`src/rtl/bus_arbiter_pkg.sv`:
```
`default_nettype none
// ============================================================================
//  Module      : bus_arbiter_pkg
//  Description : Shared definitions for the bus arbiter: arbitration FSM
//                state encoding and the default watchdog limit.
//  Contents    : arb_state_e   - IDLE / GRANT / ABORT / RELEASE
//                DEFAULT_TIMEOUT - default watchdog limit in cycles
//  Revision    : 1.0 - initial release
// ============================================================================
package bus_arbiter_pkg;

    localparam int DEFAULT_TIMEOUT = 255;

    typedef enum logic [1:0] {
        ST_IDLE    = 2'd0,
        ST_GRANT   = 2'd1,
        ST_ABORT   = 2'd2,
        ST_RELEASE = 2'd3
    } arb_state_e;

endpackage : bus_arbiter_pkg
`default_nettype wire

```
`src/rtl/bus_arbiter_rr_pick.sv`:
```
`default_nettype none
// ============================================================================
//  Module      : rr_pick
//  Description : Combinational round-robin selector. Returns the first
//                requesting index strictly after last_idx_i, wrapping
//                modulo NUM_MASTERS (last_idx_i itself is the final
//                candidate).
//  Ports       : req_i      - request vector
//                last_idx_i - index granted most recently
//                idx_o      - selected index (valid when any_o)
//                any_o      - at least one request present
//  Revision    : 1.0 - initial release
// ============================================================================
module rr_pick #(
    parameter int NUM_MASTERS = 4
) (
    input  logic [NUM_MASTERS-1:0]         req_i,
    input  logic [$clog2(NUM_MASTERS)-1:0] last_idx_i,
    output logic [$clog2(NUM_MASTERS)-1:0] idx_o,
    output logic                           any_o
);

    localparam int IDX_W = $clog2(NUM_MASTERS);

    logic [IDX_W-1:0] w_hi_idx;
    logic [IDX_W-1:0] w_lo_idx;
    logic             w_hi_found;

    // Scan downwards so the lowest index in each half wins. The "high" half
    // (indices above last_idx) has priority; the "low" half is the wrap.
    always_comb begin
        w_hi_idx   = '0;
        w_lo_idx   = '0;
        w_hi_found = 1'b0;
        for (int i = NUM_MASTERS - 1; i >= 0; i--) begin
            if (req_i[i]) begin
                if (i > int'(last_idx_i)) begin
                    w_hi_found = 1'b1;
                    w_hi_idx   = IDX_W'(i);
                end else begin
                    w_lo_idx   = IDX_W'(i);
                end
            end
        end
    end

    assign idx_o = w_hi_found ? w_hi_idx : w_lo_idx;
    assign any_o = |req_i;

endmodule : rr_pick
`default_nettype wire

```
`src/rtl/bus_arbiter.sv`:
```
`default_nettype none
// ============================================================================
//  Module      : bus_arbiter
//  Description : Round-robin Wishbone bus arbiter with outstanding-transfer
//                tracking and a watchdog that aborts a stuck transfer.
//  Ports       : clk, rst_n      - clock, async active-low reset
//                cyc_i, stb_i    - per-master cycle request and strobe
//                stall_i, ack_i, err_i - slave-path handshake
//                clr_timeout_i   - clears the sticky timeout flag
//                gnt_o, gnt_idx_o, gnt_valid_o - registered grant
//                force_err_o     - one-cycle error pulse on watchdog expiry
//                timeout_o       - sticky watchdog-fired flag
//  Revision    : 1.0 - initial release
// ============================================================================
module bus_arbiter
    import bus_arbiter_pkg::*;
#(
    parameter int NUM_MASTERS     = 4,
    parameter int TIMEOUT_CYCLES  = DEFAULT_TIMEOUT,
    parameter int MAX_OUTSTANDING = 7
) (
    input  logic                           clk,
    input  logic                           rst_n,
    input  logic [NUM_MASTERS-1:0]         cyc_i,
    input  logic [NUM_MASTERS-1:0]         stb_i,
    input  logic                           stall_i,
    input  logic                           ack_i,
    input  logic                           err_i,
    input  logic                           clr_timeout_i,
    output logic [NUM_MASTERS-1:0]         gnt_o,
    output logic [$clog2(NUM_MASTERS)-1:0] gnt_idx_o,
    output logic                           gnt_valid_o,
    output logic                           force_err_o,
    output logic                           timeout_o
);

    localparam int IDX_W = $clog2(NUM_MASTERS);
    localparam int OUT_W = $clog2(MAX_OUTSTANDING + 1);
    localparam int WD_W  = $clog2(TIMEOUT_CYCLES + 1);

    localparam logic [OUT_W-1:0]       OUT_MAX  = OUT_W'(MAX_OUTSTANDING);
    localparam logic [WD_W-1:0]        WD_LAST  = WD_W'(TIMEOUT_CYCLES - 1);
    localparam logic [NUM_MASTERS-1:0] GNT_ONE  = {{(NUM_MASTERS-1){1'b0}}, 1'b1};

    arb_state_e             state_q;
    logic [NUM_MASTERS-1:0] gnt_q;
    logic [IDX_W-1:0]       gnt_idx_q;
    logic                   gnt_valid_q;
    logic                   force_err_q;
    logic                   timeout_q;
    logic [OUT_W-1:0]       outst_q;
    logic [OUT_W-1:0]       outst_d;
    logic [WD_W-1:0]        wdog_q;
    logic [WD_W-1:0]        wdog_d;
    logic [IDX_W-1:0]       last_idx_q;

    logic [IDX_W-1:0]       w_pick_idx;
    logic                   w_pick_any;
    logic                   w_own_cyc;
    logic                   w_accept;
    logic                   w_resp;
    logic                   w_wdog_clr;
    logic                   w_fire;

    rr_pick #(
        .NUM_MASTERS (NUM_MASTERS)
    ) u_rr_pick (
        .req_i      (cyc_i),
        .last_idx_i (last_idx_q),
        .idx_o      (w_pick_idx),
        .any_o      (w_pick_any)
    );

    always_comb begin
        w_own_cyc  = cyc_i[gnt_idx_q];
        w_accept   = (state_q == ST_GRANT) & stb_i[gnt_idx_q] & ~stall_i;
        w_resp     = ack_i | err_i;

        // Accept and response in the same cycle cancel out.
        outst_d = outst_q;
        if (w_accept && !w_resp && (outst_q != OUT_MAX)) begin
            outst_d = outst_q + 1'b1;
        end else if (!w_accept && w_resp && (outst_q != '0)) begin
            outst_d = outst_q - 1'b1;
        end

        // The watchdog only runs while something is owed to the master.
        w_wdog_clr = w_accept | w_resp | (outst_q == '0);
        wdog_d     = w_wdog_clr ? '0 : wdog_q + 1'b1;

        // Fire on the edge at which the counter would reach the limit, so the
        // pulse appears TIMEOUT_CYCLES cycles after the last activity.
        w_fire = (state_q == ST_GRANT) & w_own_cyc & ~w_wdog_clr & (wdog_q == WD_LAST);
    end

    always_ff @(posedge clk or negedge rst_n) begin
        if (!rst_n) begin
            state_q     <= ST_IDLE;
            gnt_q       <= '0;
            gnt_idx_q   <= '0;
            gnt_valid_q <= 1'b0;
            force_err_q <= 1'b0;
            timeout_q   <= 1'b0;
            outst_q     <= '0;
            wdog_q      <= '0;
            last_idx_q  <= IDX_W'(NUM_MASTERS - 1);
        end else begin
            force_err_q <= 1'b0;

            // A coincident fire beats the clear.
            if (w_fire) begin
                timeout_q <= 1'b1;
            end else if (clr_timeout_i) begin
                timeout_q <= 1'b0;
            end

            case (state_q)
                ST_IDLE: begin
                    if (w_pick_any) begin
                        gnt_q       <= GNT_ONE << w_pick_idx;
                        gnt_idx_q   <= w_pick_idx;
                        gnt_valid_q <= 1'b1;
                        state_q     <= ST_GRANT;
                    end
                end
                ST_GRANT: begin
                    if (!w_own_cyc) begin
                        outst_q     <= '0;
                        wdog_q      <= '0;
                        last_idx_q  <= gnt_idx_q;
                        gnt_q       <= '0;
                        gnt_valid_q <= 1'b0;
                        state_q     <= ST_IDLE;
                    end else if (w_fire) begin
                        force_err_q <= 1'b1;
                        outst_q     <= '0;
                        wdog_q      <= '0;
                        state_q     <= ST_ABORT;
                    end else begin
                        outst_q <= outst_d;
                        wdog_q  <= wdog_d;
                    end
                end
                ST_ABORT: begin
                    state_q <= ST_RELEASE;
                end
                ST_RELEASE: begin
                    // Grant is kept until the aborted master gives up the bus.
                    if (!w_own_cyc) begin
                        outst_q     <= '0;
                        wdog_q      <= '0;
                        last_idx_q  <= gnt_idx_q;
                        gnt_q       <= '0;
                        gnt_valid_q <= 1'b0;
                        state_q     <= ST_IDLE;
                    end
                end
                default: begin
                    state_q <= ST_IDLE;
                end
            endcase
        end
    end

    assign gnt_o       = gnt_q;
    assign gnt_idx_o   = gnt_idx_q;
    assign gnt_valid_o = gnt_valid_q;
    assign force_err_o = force_err_q;
    assign timeout_o   = timeout_q;

endmodule : bus_arbiter
`default_nettype wire

```
`config.mk`:
```
export PLATFORM = sky130hd
export DESIGN_NAME = bus_arbiter
export DESIGN_NICKNAME = d
export VERILOG_FILES = /design/src/rtl/bus_arbiter_pkg.sv /design/src/rtl/bus_arbiter_rr_pick.sv /design/src/rtl/bus_arbiter.sv
export SDC_FILE = /design/constraint.sdc
export NUM_CORES = 1
export LEC_CHECK = 0
export CORE_ASPECT_RATIO = 2
export CORE_MARGIN = 10
export CORE_UTILIZATION = 40
export DETAILED_ROUTE_END_ITERATION = 10
export HOLD_SLACK_MARGIN = 0.02
export SLEW_MARGIN = 20
export SYNTH_ARGS = -nofsm -noshare
export SYNTH_HDL_FRONTEND = slang
export SYNTH_SLANG_ARGS = --single-unit
```
`constraint.sdc`:
```
create_clock -name clk -period 2.2 [get_ports clk]
set_input_delay 0.44 -clock clk [delete_from_list [all_inputs] [get_ports clk]]
set_output_delay 0.44 -clock clk [all_outputs]
set_load 0.05 [all_outputs]
```
==> results of run 1 <==
state kept, by name, summed over array words and instances, names as in the netlist, named ones only:
signal and cells:
wdog_q 8, gnt_o 4, outst_q 3, gnt_idx_o 2
last_idx_q 2, force_err_o 1, gnt_valid_o 1, state_q 1
timeout_o 1
timing repair:
action / 4_1_cts / 5_1_grt
endpoints found under the setup margin: 1 / 3
setup buffers: 0 / 0
pin swaps: 0 / 3
hold buffers: 0 / 0
resized for setup: 2 / 7
cells by family after synthesis:
kind of cell,share of synthesized area
AND/OR/NAND/NOR,0.187
XOR/XNOR,0.0130
buffers and inverters,0.0446
multiplexers,0.0763
adder cells (fa/ha/maj),0.0335
AO/OA/AOI/OAI,0.197
flip-flops,0.448
power by group through the flow:
stage / clock, mW / combinational [mW] / sequential, mW
global placement: 0 / 1.11 / 0.687
finish: 0.390 / 1.18 / 0.682
global route: 0.414 / 1.28 / 0.702
detailed placement: 0 / 1.14 / 0.690
floorplan: 0 / 0.567 / 0.862
CTS: 0.397 / 1.16 / 0.683
how the worst max path moves through the flow:
stage / start / end / slack (ps)
after floorplan: gnt_idx_o[0]$_DFFE_PN0P_ / outst_q[2]$_DFFE_PN0P_ / 30
after global placement: stb_i[3] / outst_q[2]$_DFFE_PN0P_ / -220
after detailed placement: stb_i[3] / outst_q[2]$_DFFE_PN0P_ / -310
after CTS: stb_i[3] / outst_q[2]$_DFFE_PN0P_ / 10
after global routing: gnt_idx_o[0]$_DFFE_PN0P_ / outst_q[2]$_DFFE_PN0P_ / 30
final: gnt_idx_o[0]$_DFFE_PN0P_ / outst_q[2]$_DFFE_PN0P_ / 80
cell type report:
class,instances,area (sq um)
fillers,290,1380
multi-input cells,99,703
flip-flops and latches,24,604
repair buffers,39,358
clock buffers,3,41.3
well taps,31,38.8
inverters,9,33.8
clock inverters,1,30.0
stage by stage:
step / worst slack (ps) / std cells / hold WS (ps) / setup TNS [ps] / power, mW
finish: 82.4 / 206 / 461 / 0 / 2.25
global route: 30.6 / 206 / 481 / 0 / 2.40
CTS: 9.68 / 206 / 474 / 0 / 2.24
detailed placement: -314 / 202 / 468 / -2220 / 1.83
global placement: -223 / 202 / 468 / -1740 / 1.80
floorplan: 34.6 / 135 / 144 / 0 / 1.43
worst max-delay path, cell delays in order, from the launching register on:
cell,delay [ps]
sky130_fd_sc_hd__dfrtp_2,430
sky130_fd_sc_hd__mux4_2,540
sky130_fd_sc_hd__nand4_1,130
sky130_fd_sc_hd__inv_2,60
sky130_fd_sc_hd__fa_2,370
sky130_fd_sc_hd__xnor2_2,160
sky130_fd_sc_hd__o21bai_4,180
sky130_fd_sc_hd__a31oi_1,170
cell usage after synthesis, drive strengths merged, types with 3 or more instances:
cell type / number
dfrtp: 22
nand2: 12
nor2: 12
o21ai: 11
inv: 9
nand3: 9
a21o: 5
a21oi: 5
mux2: 3
nor3: 3
metal layers:
layer | global-route usage | vias to the layer above | part of all wire
li1 | - | 571 | -
met1 | 0.114 | 574 | 0.36
met2 | 0.225 | 32 | 0.56
met3 | 0.0422 | 5 | 0.059
met4 | 0.0475 | 0 | 0.015
met5 | 0 | - | 0
==> impl_metrics.json, run 1 <==
{
  "cell_pwr_density_nw_per_um2": 1240,
  "clkPwrFrac": 0.173,
  "drt_wl_total_microns": 3430,
  "placed_cell_area_sq_um": 1710,
  "comb_power_share": 0.524,
  "synth_enable_flop_cells": 0,
  "finalCritPeriodShare": 0.963,
  "min-delay-path-class": "in2async",
  "cp_data_arrival_time_ps": 2310,
  "share_of_synthesized_flip_flops_with_an_asynchronous_set_or_reset": 1.00,
  "cts-buffers-inserted": 3,
  "switchingPower_mw": 0.915,
  "ys_ff_latch": 24,
  "coreArea_sq_um": 3190,
  "yosys_most_used_dff": "sky130_fd_sc_hd__dfrtp_1",
  "clk_root_buffer_cell": "sky130_fd_sc_hd__clkbuf_8",
  "worst-r2r-cell-count": 7,
  "worstSetupEndpointType": "register",
  "drc_errors_left": 0,
  "drt_pass1_iterations": 4,
  "timing.setup.critical_path_class": "reg2reg",
  "vias": 1182,
  "slew-limit-headroom": 0.619,
  "floorplan.die.height_microns": 102,
  "most_frequent_cells_in_the_layout": "sky130_fd_sc_hd__dfrtp_1 (21), sky130_fd_sc_hd__clkdlybuf4s50_1 (18), sky130_fd_sc_hd__buf_4 (17)",
  "power_switching_share": 0.406,
  "core.rowCount": 29,
  "clock-skew-final_ps": 7.80,
  "clk_latency_ps": 270,
  "synth_top_area_frac": 0.409,
  "largest_net_degree_at_the_start_of_global_routing": 17,
  "dp_hpwl_microns": 2690,
  "antenna_cells": 0,
  "routabilityCongestion": 0.764,
  "number_of_distinct_library_cells_after_synthesis": 44,
  "global_route.overflow_total": 0,
  "final_antenna_net_count": 0,
  "drt-wirelength-per-cell_microns": 16.7,
  "floorplan.initialDensity": 0.421,
  "clk_path_buf_depth": 2,
  "post_route_cells_drive_above_1_share": 0.206,
  "via_to_cell_ratio": 5.74,
  "synth.top_cells.by_area": "sky130_fd_sc_hd__dfrtp_1 (41%), sky130_fd_sc_hd__dfstp_2 (3.9%), sky130_fd_sc_hd__nand3_1 (3.3%)",
  "worst_r2r_endpoint": "outst_q[2]$_DFFE_PN0P_",
  "grt_pass1_wl_microns": 5750,
  "finish.instance_area_sq_um": 1810,
  "post_synth_design_cell_area_sq_um": 1350,
  "avg_cell_area_syn_sq_um": 9.96,
  "final_hold_viol_count": 0,
  "tightestPinTransition_ps": 567,
  "cts_tree": "yes",
  "synth_cells": 135,
  "io_buffers": 22,
  "first_global_vias": 1280,
  "cts.sinks": 24,
  "p_leak_nw": 0.863,
  "finalWorstPathRequiredPeriod_ps": 2120,
  "outcome": "complete, no violations",
  "die-area_sq_um": 6220,
  "syn-num-nets": 152,
  "ys.warnings.count": 0,
  "post_synthesis_sequential_area_ratio": 0.448,
  "grt_antenna_before_repair": 0,
  "vdd.ir_drop.worst_v": 0.000914,
  "global_route.usage.total": 0.121,
  "timing.critical_path.required_ps": 2390,
  "seq_power_share": 0.303,
  "area_growth_syn_to_layout_pct": 34.5,
  "timing.final.setup_violations": 0,
  "io-pin-count": 23,
  "r2r_setup_slack_ps": 80,
  "max_cap_violations": 0,
  "clkSlewWorstSetupHoldPaths_ps": 90,
  "power.internal_mw": 1.34,
  "die_x_microns": 61.0,
  "clock_tree.htree_level_count": 1,
  "worst-path-max-fanout": 5,
  "final_core_util": 0.567,
  "synth_largest_area_cell": "sky130_fd_sc_hd__dfrtp_1",
  "initialDrtViolationCount": 22,
  "grt_setup_unrepaired": "false",
  "slew_violations": 0,
  "final_common_cell": "sky130_fd_sc_hd__dfrtp_1",
  "timing_limited_maximum_frequency_mhz": 472,
  "layout.nets": 193,
  "critical_path.reg2reg.startpoint": "gnt_idx_o[0]$_DFFE_PN0P_",
  "timing.critical_path.from_type": "register"
}
Power figures use the tool's default switching activity.
==> run 2, diff against run 1 <==
--- a/config.mk
+++ b/config.mk
@@ -9,7 +9,9 @@
 export CORE_MARGIN = 10
 export CORE_UTILIZATION = 40
 export DETAILED_ROUTE_END_ITERATION = 10
+export GPL_ROUTABILITY_DRIVEN = 0
 export HOLD_SLACK_MARGIN = 0.02
+export REMOVE_ABC_BUFFERS = 1
 export SLEW_MARGIN = 20
 export SYNTH_ARGS = -nofsm -noshare
 export SYNTH_HDL_FRONTEND = slang
==> impl_metrics.json, run 2 (same netlist as run 1, synthesis figures left out) <==
{
  "cp_slowest_cell": "sky130_fd_sc_hd__mux4_2",
  "worst-r2r-cell-count": 7,
  "max_stage_delay_ps": 490,
  "clk_path_buf_depth": 2,
  "design_power_total_mw": 2.10,
  "worstSetupEndpointType": "register",
  "timing.critical_path.from_type": "input port",
  "slew-limit-headroom": 0.654,
  "final_hold_viol_count": 0,
  "drc_errors_left": 0,
  "vias": 1170,
  "die_x_microns": 61.0,
  "layout.nets": 192,
  "worst-path-max-fanout": 3,
  "io-pin-count": 23,
  "global_route.usage.total": 0.113,
  "final_common_cell": "sky130_fd_sc_hd__dfrtp_1",
  "clock-skew-final_ps": 2.30,
  "place.detailed.instances": 200,
  "dp_worst_setup_slack_ps": -284,
  "cp_data_arrival_time_ps": 2300,
  "fin_tns_setup_ps": 0,
  "post_route_cells_drive_above_1_share": 0.207,
  "grt_antenna_before_repair": 0,
  "cell_pwr_density_nw_per_um2": 1180,
  "final_antenna_net_count": 0,
  "coreArea_sq_um": 3190,
  "largest_register_ff_count": 8,
  "timing.critical_path.required_ps": 2350,
  "outcome": "complete, no violations",
  "largest_net_degree_at_the_start_of_global_routing": 25,
  "cts-buffers-inserted": 3,
  "timing_limited_maximum_frequency_mhz": 464,
  "io_buffers": 22,
  "grt_pass1_wl_microns": 5500,
  "floorplan.initialDensity": 0.421,
  "first_global_vias": 1255,
  "registers.top_by_ff_count": "wdog_q",
  "clk_latency_ps": 260,
  "global_route.overflow_total": 0,
  "dp_hpwl_microns": 2790,
  "worst_setup_path_startpoint": "stb_i[1]",
  "drt_wl_total_microns": 3430,
  "clock_tree.htree_level_count": 1,
  "clk_root_buffer_cell": "sky130_fd_sc_hd__clkbuf_8",
  "area_growth_syn_to_layout_pct": 32.6,
  "drt-wirelength-per-cell_microns": 16.7,
  "cts.sinks": 24,
  "placed_cell_area_sq_um": 1690,
  "core.rowCount": 29,
  "critical_path.cell_chain": "clkdlybuf4s50_1, mux4_2, nand4_1, inv_2, fa_2, xnor2_2, o21bai_1, a31oi_1",
  "finalWorstPathRequiredPeriod_ps": 2150,
  "timing.setup.critical_path_class": "in2reg",
  "vdd.ir_drop.worst_v": 0.000813,
  "clkSlewWorstSetupHoldPaths_ps": 80,
  "initialDrtViolationCount": 16,
  "fin_cells": 205,
  "most_frequent_cells_in_the_layout": "sky130_fd_sc_hd__dfrtp_1 (22), sky130_fd_sc_hd__clkdlybuf4s50_1 (19), sky130_fd_sc_hd__buf_4 (16)",
  "min_to": "gnt_valid_o$_DFFE_PN0P_",
  "min-delay-path-class": "reg2reg",
  "floorplan.die.height_microns": 102,
  "die-area_sq_um": 6220,
  "antenna_cells": 0,
  "hold-path-cell-count": 2,
  "timing.final.setup_violations": 0,
  "max_cap_violations": 0,
  "postLayoutSetupSlackWorst_ps": 45.1,
  "tightestPinTransition_ps": 517,
  "worst_r2r_endpoint": "outst_q[2]$_DFFE_PN0P_",
  "finalCritPeriodShare": 0.980,
  "r2r_setup_slack_ps": 180,
  "finish.instance_area_sq_um": 1780,
  "worst_hold_startpoint": "gnt_valid_o$_DFFE_PN0P_",
  "cts_tree": "yes",
  "p_leak_nw": 0.843,
  "via_to_cell_ratio": 5.71,
  "drt_pass1_iterations": 4,
  "critical_path.reg2reg.startpoint": "gnt_idx_o[0]$_DFFE_PN0P_",
  "grt_setup_unrepaired": "false",
  "hold_buffer_count_at_cts": 0,
  "slew_violations": 0
}
==> run 2: cell count changes in the layout (fill, tap and decap cells not counted), sizes merged <==
cell,change
buf,-1
dlymetal6s2s,-1
bufinv,-1
clkdlybuf4s50,+1
clkbuf,+1
==> run 2: worst max path at each step <==
stage | endpoint | slack, ps | depth (start not counted)
3_3_place_gp | outst_q[2]$_DFFE_PN0P_ | -250 | 8
3_5_place_dp | outst_q[2]$_DFFE_PN0P_ | -280 | 8
2_1_floorplan | outst_q[2]$_DFFE_PN0P_ | -130 | 7
6_report | outst_q[2]$_DFFE_PN0P_ | 50 | 8
4_1_cts | outst_q[2]$_DFFE_PN0P_ | 10 | 8
5_1_grt | outst_q[2]$_DFFE_PN0P_ | 9 | 8
==> run 2: metal layers <==
metal,track usage,part of all wire,up-vias
met3,0.0323,0.049,4
met4,0.0357,0.0090,0
met1,0.0989,0.35,572
met5,0,0,-
met2,0.226,0.59,29
li1,-,-,565
==> run 2: final cells by class <==
class	count	area, sq um
well taps	31	38.8
clock buffers	4	45.0
multi-input cells	99	714
repair buffers	38	348
inverters	9	33.8
fillers	291	1410
flip-flops and latches	24	603
==> run 2: where the power goes <==
| part | switching (mW) | internal [mW] |
|---|---|---|
| registers | 0.0985 | 0.572 |
| clock network | 0.135 | 0.129 |
| logic | 0.669 | 0.501 |
==> run 2: critical path, delay by kind of cell <==
kind / cells / cell delay (ps)
AOI/OAI and AO/OA: 2 / 230
xor gates and xnor gates: 1 / 190
buffers and inverters: 2 / 460
and+or+nand+nor: 1 / 140
adders and majority gates: 1 / 370
muxes: 1 / 490
==> run 2: stage by stage <==
| step | hold slack (ps) | util |
|---|---|---|
| 2_1_floorplan | 144 | - |
| 5_1_grt | 533 | 0.558 |
| 3_3_place_gp | 461 | 0.529 |
| 4_1_cts | 498 | 0.543 |
| 3_5_place_dp | 474 | 0.529 |
| 6_report | 501 | 0.558 |
==> run 2: repair_timing <==
action,CTS,global route
setup buffers,0,1
pin swaps,1,4
gates resized for setup,0,10
setup endpoints to repair,1,6
==> run 3, diff against run 2 <==
--- a/config.mk
+++ b/config.mk
@@ -5,6 +5,7 @@
 export SDC_FILE = /design/constraint.sdc
 export NUM_CORES = 1
 export LEC_CHECK = 0
+export ABC_AREA = 1
 export CORE_ASPECT_RATIO = 2
 export CORE_MARGIN = 10
 export CORE_UTILIZATION = 40
==> constraint.sdc (replaced) <==
create_clock -name clk -period 2.7 [get_ports clk]
set_input_delay 0.54 -clock clk [delete_from_list [all_inputs] [get_ports clk]]
set_output_delay 0.54 -clock clk [all_outputs]
set_load 0.05 [all_outputs]
==> impl_metrics.json, run 3 <==
{
  "cts_tree": "yes",
  "timing.critical_path.from_type": "register",
  "grt_antenna_before_repair": 0,
  "place.detailed.instances": 234,
  "hold_ws_ps": 487,
  "global_route.overflow_total": 0,
  "layout.nets": 224,
  "dp_worst_setup_slack_ps": 331,
  "hold_buffer_count_at_cts": 0,
  "io-pin-count": 23,
  "final_core_util": 0.514,
  "worst-path-max-fanout": 6,
  "die-area_sq_um": 6440,
  "tightestPinTransition_ps": 513,
  "floorplan.die.height_microns": 104,
  "critical_path.n_buffers_inverters": 1,
  "cell_pwr_density_nw_per_um2": 1050,
  "drt_pass1_iterations": 4,
  "global_route.usage.total": 0.111,
  "timing.setup.critical_path_class": "reg2out",
  "yosys.cell_count.top_type": "sky130_fd_sc_hd__nand2_1",
  "timing.final.setup_violations": 0,
  "grt_setup_unrepaired": "false",
  "cp_slowest_cell": "sky130_fd_sc_hd__clkdlybuf4s50_1",
  "largest_register_ff_count": 8,
  "worst_path_dominant_cell_family": "buffers and inverters",
  "clock_tree.htree_level_count": 1,
  "yosys-mux-area-fraction": 0,
  "clkSlewWorstSetupHoldPaths_ps": 90,
  "die_x_microns": 62.0,
  "final_common_cell": "sky130_fd_sc_hd__nand2_1",
  "clk_latency_ps": 270,
  "drt-wirelength-per-cell_microns": 13.9,
  "clk_root_buffer_cell": "sky130_fd_sc_hd__clkbuf_8",
  "vdd.ir_drop.worst_v": 0.000814,
  "post_synthesis_sequential_area_ratio": 0.428,
  "max_stage_delay_ps": 840,
  "fraction_of_the_mapped_netlist_area_in_adder_cells": 0.0320,
  "floorplan.initialDensity": 0.417,
  "clock-skew-final_ps": 3.54,
  "drc_errors_left": 0,
  "drt_wl_total_microns": 3310,
  "netlist_top_cells_count": "sky130_fd_sc_hd__nand2_1 (49), sky130_fd_sc_hd__dfrtp_1 (22), sky130_fd_sc_hd__inv_1 (20)",
  "main_combinational_cell_family_by_area_after_synthesis": "simple AND/OR/NAND/NOR gates",
  "synth_largest_area_cell": "sky130_fd_sc_hd__dfrtp_1",
  "fraction_of_the_mapped_netlist_area_in_simple_logic_gates": 0.344,
  "post_route_cells_drive_above_1_share": 0.117,
  "finalCritPeriodShare": 0.779,
  "timing_limited_maximum_frequency_mhz": 475,
  "timing.critical_path.required_ps": 2160,
  "cts-buffers-inserted": 3,
  "avg_cell_area_syn_sq_um": 7.83,
  "area_growth_syn_to_layout_pct": 23.3,
  "grt_pass1_wl_microns": 5550,
  "finalWorstPathRequiredPeriod_ps": 2100,
  "min-delay-path-class": "reg2reg",
  "via_to_cell_ratio": 5.30,
  "max_cap_violations": 0,
  "slew_violations": 0,
  "finish.instance_area_sq_um": 1740,
  "outcome": "complete, no violations",
  "design_power_total_mw": 1.82,
  "critical_path.cell_chain": "clkdlybuf4s50_1",
  "synth_enable_flop_cells": 0,
  "initialDrtViolationCount": 52,
  "slew-limit-headroom": 0.657,
  "post-cts-setup-buffers": 0,
  "synth.top_cells.by_area": "sky130_fd_sc_hd__dfrtp_1 (39%), sky130_fd_sc_hd__nand2_1 (13%), sky130_fd_sc_hd__nand3_1 (6.0%)",
  "registers.top_by_ff_count": "wdog_q",
  "ys_ff_latch": 24,
  "cp_data_arrival_time_ps": 1560,
  "largest_net_degree_at_the_start_of_global_routing": 25,
  "worstSetupEndpointType": "output port",
  "post_cts.resized_instances": 0,
  "share_of_synthesized_flip_flops_with_an_asynchronous_set_or_reset": 1.00,
  "vias": 1261,
  "placed_cell_area_sq_um": 1670,
  "final_antenna_net_count": 0,
  "coreArea_sq_um": 3380,
  "most_frequent_cells_in_the_layout": "sky130_fd_sc_hd__nand2_1 (49), sky130_fd_sc_hd__dfrtp_1 (22), sky130_fd_sc_hd__clkdlybuf4s50_1 (22)",
  "fillers": 348,
  "p_leak_nw": 0.826,
  "fin_tns_setup_ps": 0,
  "antenna_cells": 0,
  "cts.sinks": 24,
  "yosys.area_share.xor_xnor": 0.0311,
  "number_of_distinct_library_cells_after_synthesis": 27,
  "core.rowCount": 30,
  "synth_top_area_frac": 0.391,
  "post_synth_design_cell_area_sq_um": 1410,
  "clk_path_buf_depth": 2,
  "io_buffers": 22,
  "ys.warnings.count": 0,
  "postLayoutSetupSlackWorst_ps": 596,
  "fin_cells": 238,
  "synth_compound_gate_area_share": 0.0933,
  "final_hold_viol_count": 0,
  "yosys_most_used_dff": "sky130_fd_sc_hd__dfrtp_1",
  "synth_cells": 180,
  "first_global_vias": 1315,
  "dp_hpwl_microns": 2680
}
==> run 3: cell types whose count changed in the layout (fill, tap and decap cells not counted), sizes merged, moves of 4 or more <==
cell	previous run	this run
o21ai	11	15
nand3	9	20
inv	9	23
o22ai	1	5
nand2	12	56
buf	16	1
a21o	5	0
==> run 3: logic make-up (layout without fill, tap and decap cells) <==
group                    Yosys count  after routing
buffers and inverters             25             51
adder cells (fa/ha/maj)            3              3
AND/OR/NAND/NOR                   98             98
flip-flops                        24             24
XOR/XNOR                           5              5
AO/OA/AOI/OAI                     25             25
==> run 3: final timing paths <==
path	start	end	slack (ps)	cells past startpoint
worst min register to register	gnt_valid_o$_DFFE_PN0P_	gnt_valid_o$_DFFE_PN0P_	490	2
max in group asynchronous	rst_n	last_idx_q[0]$_DFFE_PN1P_	1790	2
worst min-delay path	gnt_valid_o$_DFFE_PN0P_	gnt_valid_o$_DFFE_PN0P_	490	2
worst max-delay path	gnt_idx_o[0]$_DFFE_PN0P_	gnt_idx_o[0]	600	1
min in group asynchronous	rst_n	wdog_q[1]$_DFFE_PN0P_	620	2
worst max register to register	gnt_idx_o[0]$_DFFE_PN0P_	outst_q[2]$_DFFE_PN0P_	760	13
==> run 3: layout make-up <==
class,count,area [sq um],share of cell area
inverters,24,90.1,0.0519
repair buffers,23,228,0.131
multi-input cells,131,704,0.406
clock buffers,3,41.3,0.0238
flip-flops and latches,24,603,0.347
well taps,32,40.0,0.0231
clock inverters,1,30.0,0.0173
==> run 3: power breakdown <==
part | total, mW | internal (mW) | switching (mW)
clock network | 0.318 | 0.198 | 0.120
registers | 0.566 | 0.467 | 0.0989
logic | 0.937 | 0.313 | 0.625
total | 1.82 | 0.978 | 0.843
==> run 3: metal layers <==
layer,routed length [microns],vias to the layer above,global-route usage
li1,-,631,-
met1,1210,605,0.106
met2,1900,20,0.201
met3,136,5,0.0306
met4,57,0,0.0482
met5,0,-,0
